`config.mk`:
```
export PLATFORM = sky130hd
export DESIGN_NAME = watch_time_dp
export DESIGN_NICKNAME = d
export VERILOG_FILES = /design/src/rtl/watch_time_dp.sv
export SDC_FILE = /design/constraint.sdc
export NUM_CORES = 1
export LEC_CHECK = 0
export CELL_PAD_IN_SITES_DETAIL_PLACEMENT = 0
export CELL_PAD_IN_SITES_GLOBAL_PLACEMENT = 1
export CORE_MARGIN = 5
export CORE_UTILIZATION = 42
export DETAILED_ROUTE_END_ITERATION = 7
export PLACE_DENSITY = 0.87
export SLEW_MARGIN = 15
export SYNTH_ARGS = -nofsm -noshare
export SYNTH_HDL_FRONTEND = slang
export SYNTH_SLANG_ARGS = --single-unit
```
`constraint.sdc`:
```
create_clock -name clk -period 3.28 [get_ports clk]
set_input_delay 0.656 -clock clk [delete_from_list [all_inputs] [get_ports clk]]
set_output_delay 0.656 -clock clk [all_outputs]
set_load 0.005 [all_outputs]
```
`src/rtl/watch_time_dp.sv`:
```
// Watch-mode timekeeping datapath: hundredths/seconds/minutes/hours counters
// advanced by a divided 10 ms tick, with per-field up/down adjust strobes.
// Optional feature macro: WATCH_ADJ_CARRY_EN (adjust wraps ripple upward).
// Ports:
//   clk, rst (async, active-low)
//   i_sec_up/i_sec_down, i_min_up/i_min_down, i_hour_up/i_hour_down : adjust strobes
//   o_msec[6:0], o_sec[5:0], o_min[5:0], o_hour[4:0] : registered time fields
//   o_tick : registered one-cycle pulse per tick
module watch_time_dp #(
  parameter int unsigned TICK_DIV  = 1_000_000,
  parameter int unsigned INIT_HOUR = 12
) (
  input  logic       clk,
  input  logic       rst,
  input  logic       i_sec_up,
  input  logic       i_sec_down,
  input  logic       i_min_up,
  input  logic       i_min_down,
  input  logic       i_hour_up,
  input  logic       i_hour_down,
  output logic [6:0] o_msec,
  output logic [5:0] o_sec,
  output logic [5:0] o_min,
  output logic [4:0] o_hour,
  output logic       o_tick
);

  localparam int unsigned CNT_W    = (TICK_DIV > 1) ? $clog2(TICK_DIV) : 1;
  localparam logic [6:0]  MSEC_MAX = 7'd99;
  localparam logic [5:0]  SEC_MAX  = 6'd59;
  localparam logic [5:0]  MIN_MAX  = 6'd59;
  localparam logic [4:0]  HOUR_MAX = 5'd23;

`ifdef WATCH_ADJ_CARRY_EN
  localparam logic ADJ_CARRY = 1'b1;
`else
  localparam logic ADJ_CARRY = 1'b0;
`endif

  // Modulo step for a 0..max field; inc has priority over dec.
  function automatic logic [5:0] step60(input logic [5:0] v, input logic [5:0] max,
                                        input logic inc, input logic dec);
    if (inc)      return (v == max) ? 6'd0 : 6'(v + 6'd1);
    else if (dec) return (v == 6'd0) ? max : 6'(v - 6'd1);
    else          return v;
  endfunction

  function automatic logic [4:0] step24(input logic [4:0] v, input logic inc, input logic dec);
    if (inc)      return (v == HOUR_MAX) ? 5'd0 : 5'(v + 5'd1);
    else if (dec) return (v == 5'd0) ? HOUR_MAX : 5'(v - 5'd1);
    else          return v;
  endfunction

  logic [CNT_W-1:0] tick_cnt;
  logic             tick_c;
  logic             msec_wrap_c;

  logic sec_up_c, sec_dn_c, sec_adj_c;
  logic min_up_c, min_dn_c, min_adj_c;
  logic hour_up_c, hour_dn_c, hour_adj_c;
  logic sec_inc_c, sec_dec_c, sec_cy_up_c, sec_cy_dn_c;
  logic min_inc_c, min_dec_c, min_cy_up_c, min_cy_dn_c;
  logic hour_inc_c, hour_dec_c;

  logic [6:0] msec_nxt;
  logic [5:0] sec_nxt;
  logic [5:0] min_nxt;
  logic [4:0] hour_nxt;

  assign tick_c      = (tick_cnt == CNT_W'(TICK_DIV - 1));
  assign msec_wrap_c = tick_c && (o_msec == MSEC_MAX);

  // Up wins over down within a field.
  assign sec_up_c   = i_sec_up;
  assign sec_dn_c   = i_sec_down & ~i_sec_up;
  assign sec_adj_c  = i_sec_up | i_sec_down;
  assign min_up_c   = i_min_up;
  assign min_dn_c   = i_min_down & ~i_min_up;
  assign min_adj_c  = i_min_up | i_min_down;
  assign hour_up_c  = i_hour_up;
  assign hour_dn_c  = i_hour_down & ~i_hour_up;
  assign hour_adj_c = i_hour_up | i_hour_down;

  // An adjusted field ignores any incoming carry, which also stops it rippling further.
  assign sec_inc_c   = sec_up_c | (~sec_adj_c & msec_wrap_c);
  assign sec_dec_c   = sec_dn_c;
  assign sec_cy_up_c = sec_adj_c ? (ADJ_CARRY & sec_up_c & (o_sec == SEC_MAX))
                                 : (msec_wrap_c & (o_sec == SEC_MAX));
  assign sec_cy_dn_c = ADJ_CARRY & sec_dn_c & (o_sec == 6'd0);

  assign min_inc_c   = min_up_c | (~min_adj_c & sec_cy_up_c);
  assign min_dec_c   = min_dn_c | (~min_adj_c & sec_cy_dn_c);
  assign min_cy_up_c = min_adj_c ? (ADJ_CARRY & min_up_c & (o_min == MIN_MAX))
                                 : (sec_cy_up_c & (o_min == MIN_MAX));
  assign min_cy_dn_c = min_adj_c ? (ADJ_CARRY & min_dn_c & (o_min == 6'd0))
                                 : (sec_cy_dn_c & (o_min == 6'd0));

  assign hour_inc_c  = hour_up_c | (~hour_adj_c & min_cy_up_c);
  assign hour_dec_c  = hour_dn_c | (~hour_adj_c & min_cy_dn_c);

  // Next-state values for the time fields.
  always_comb begin
    msec_nxt = o_msec;
    if (tick_c) msec_nxt = msec_wrap_c ? 7'd0 : 7'(o_msec + 7'd1);
    sec_nxt  = step60(o_sec, SEC_MAX, sec_inc_c, sec_dec_c);
    min_nxt  = step60(o_min, MIN_MAX, min_inc_c, min_dec_c);
    hour_nxt = step24(o_hour, hour_inc_c, hour_dec_c);
  end

  // Divider and time registers.
  always_ff @(posedge clk or negedge rst) begin
    if (!rst) begin
      tick_cnt <= '0;
      o_tick   <= 1'b0;
      o_msec   <= 7'd0;
      o_sec    <= 6'd0;
      o_min    <= 6'd0;
      o_hour   <= 5'(INIT_HOUR);
    end else begin
      tick_cnt <= tick_c ? '0 : CNT_W'(tick_cnt + CNT_W'(1));
      o_tick   <= tick_c;
      o_msec   <= msec_nxt;
      o_sec    <= sec_nxt;
      o_min    <= min_nxt;
      o_hour   <= hour_nxt;
    end
  end

endmodule

```
==> impl_metrics.csv <==
group,metric,value,unit
run_status,status,"completed",
routing,avgRoutedWirePerCell,14.7,µm
setup_path,cp.arrival,2.83,ns
synthesis,syn_area,2730,µm²
global_routing,overflow,0,
routing,final_antenna_net_count,0,
clock_network,tritoncts,"done",
synthesis,synth-main-ff-cell,"dfrtp_1",
final_layout,diodes,0,
timing,fin_crit_sh,80.6,%
timing,maxSlewViolCount,0,
global_routing,grt_pass1_wl,10500,µm
placed_design,hpwl,4410,µm
timing,period_minus_slack,2.64,ns
timing,clock_skew,0.0138,ns
synthesis,synth_warnings,0,
placed_design,numPortBuffers,32,
setup_path,slowest_stage,"or4_4",
timing,tightestPinTransition,0.687,ns
routing,drt-pass1-iter-count,4,
setup_path,crit_chain,"or4_4 > or4_4 > nor4_4 > a31oi_1 > o21ai_0 > a31oi_1",
setup_path,crit_fanout,6,
global_routing,grt_pass1_vias,2135,
final_layout,drive_gt1_share,6.74,%
clock_network,numCtsBuffers,5,
final_layout,num-fill-cells,588,
routing,wirelength,6140,µm
setup_path,critPathCaptureType,"register",
routing,drtIter0Drc,103,
setup_path,crit_cells,6,
worst_hold_path,min_path_type,"input port to asynchronous set/reset pin",
floorplanning,dieWidth,90.7,µm
synthesis,syn_area_per_cell,8.82,µm²
flow_run,maxCapViolCount,0,
setup_path,critical_path_buf_inv_count,0,
floorplanning,die_area,8220,µm²
final_layout,area_growth_syn_to_layout,19.1,%
setup_path,r2r_cells,6,
setup_path,crit_type,"register to register",
timing,setup-violations-final,0,
power_and_ir_drop,ir_worst_vdd,0.304,mV
global_routing,grt_usage,15.2,%
routing,avgViaCountPerCell,5.63,
timing,timing.fmax,0.378,GHz
synthesis,synth_edf_count,0,
routing,vias,2354,
placed_design,routabilityCongestion,0.836,
clock_network,root_buffer,"clkbuf_8",
timing,layout_setup_ws,0.638,ns
clock_network,ctsHoldBuffers,0,
clock_network,htreeDepth,2,
global_routing,grt_max_degree,46,
synthesis,synth_nets,328,
synthesis,syn_inst,310,
setup_path,worst_ep_required_time,3.47,ns
clock_network,clk_pin_slew,0.09,ns
floorplanning,die_h,90.7,µm
floorplanning,io-pin-count,33,
final_layout,layout_commonest_cell,"dfrtp_1",
synthesis,seq_area_frac_synth,41.3,%
clock_network,cts_setup_buffers,0,
floorplanning,floorplan.initialDensity,43.1,%
final_layout,nets,358,
timing,rsz0062_at_grt,"no",
floorplanning,num_rows,29,
power_and_ir_drop,power_density,620,nW/µm²
timing,slew_headroom,53.9,%
timing,timing.setup.tns,0,ns
routing,drcViolationCount,0,
power_and_ir_drop,p_leak,1.38,nW
global_routing,antenna_found_initial,0,
final_layout,mostFrequentLayoutCells,"dfrtp_1 (43), clkdlybuf4s50_1 (31), nand2_1 (28), nand3_1 (26), nor2_1 (25)",
floorplanning,core_area,6350,µm²
setup_path,cpPeakStageDelay,0.57,ns
clock_network,cts_resized,0,
synthesis,synth_cell_type_count,51,
clock_network,cts.sinks,45,
timing,hold_viol,0,
synthesis,async_flop_share,100,%
setup_path,worst_path_dominant_cell_family,"simple AND/OR/NAND/NOR gates",
clock_network,clk_path_buf_depth,2,
synthesis,yosys_register_bits,45,
clock_network,clock_latency,0.30,ns
setup_path,cp-start-kind,"register",
placed_design,dp_slack,0.589,ns
-- layout make-up --
cell class                 instances  area (µm²)  area share [%]
clock inverter                     2        37.5            1.15
sequential                        45        1130            34.7
tap                               77        96.3            2.96
clock buffer                       6        82.6            2.54
timing repair buffer              35         340            10.5
inverter                          17        63.8            1.96
multi-input combinational        236        1510            46.3
-- power by group --
group	switching [mW]	internal, mW	total, mW
clock	0.190	0.248	0.438
sequential	0.207	0.656	0.863
combinational	0.322	0.394	0.717
-- sequential cells by signal, summed over array words and instances, names as in the netlist --
register	cells
o_tick	1
o_hour	5
o_min	6
tick_cnt	20
o_msec	7
o_sec	6
-- logic make-up after synthesis --
kind of cell / after synthesis / synth area share, %
buffers and inverters: 29 / 4.03
AND/OR/NAND/NOR: 133 / 25.8
adder cells (fa/ha/maj): 10 / 4.58
multiplexers: 3 / 1.10
AO/OA/AOI/OAI: 67 / 15.8
XOR/XNOR: 23 / 7.37
flip-flops: 45 / 41.3
-- per-layer routing --
layer / track usage, % / vias up / part of all wire [%]
li1: - / 1178 / -
met1: 21.8 / 1092 / 49
met2: 23.5 / 77 / 45
met3: 3.25 / 7 / 5.5
met4: 3.35 / 0 / 0.91
met5: 0 / - / 0
-- cells in the mapped netlist, types with 2 or more instances --
master	number	area (µm²)
clkbuf_1	11	41.3
and4_1	2	17.5
dfrtp_1	43	1080
nand4_1	7	43.8
o22a_1	2	17.5
o21ai_0	18	90.1
xor2_1	13	114
dfstp_2	2	52.6
nor2_1	25	93.8
nor4b_1	2	17.5
or2_2	2	12.5
nand3_1	26	130
or4_1	2	15.0
or3_1	3	18.8
a31oi_1	8	50.1
mux2i_1	3	30.0
nand4b_1	3	26.3
ha_1	10	125
inv_1	17	63.8
a21oi_1	16	80.1
nand2b_1	4	25.0
or4_4	2	22.5
nand2_1	28	105
o22ai_1	4	25.0
and3_1	5	31.3
and2_1	3	18.8
a41oi_1	3	26.3
xnor2_1	10	87.6
nor3_1	11	55.1
nor2b_1	2	12.5
o211ai_1	3	22.5
-- path summary, 6_finish.rpt --
check	start	endpoint	slack [ns]
worst min-delay path	rst	o_hour[0]	0.35
max in group asynchronous	rst	tick_cnt[18]	2.54
worst max-delay path	tick_cnt[7]	o_hour[4]	0.64
min in group clk	tick_cnt[4]	tick_cnt[4]	0.48
worst max register to register	tick_cnt[7]	o_hour[4]	0.64
worst min register to register	tick_cnt[4]	tick_cnt[4]	0.48
-- per-stage QoR --
step / area [µm²] / power (mW) / hold slack [ns] / std cells / utilization, %
global route: 3260 / 2.16 / 0.402 / 418 / 51.3
global placement: 3130 / 1.57 / 0.455 / 410 / 49.3
CTS: 3250 / 2.03 / 0.479 / 418 / 51.2
detailed placement: 3130 / 1.58 / 0.459 / 410 / 49.3
finish: 3260 / 2.02 / 0.355 / 418 / 51.3
floorplan: 2730 / 1.27 / 0.360 / 310 / -
Power figures use the tool's default switching activity.
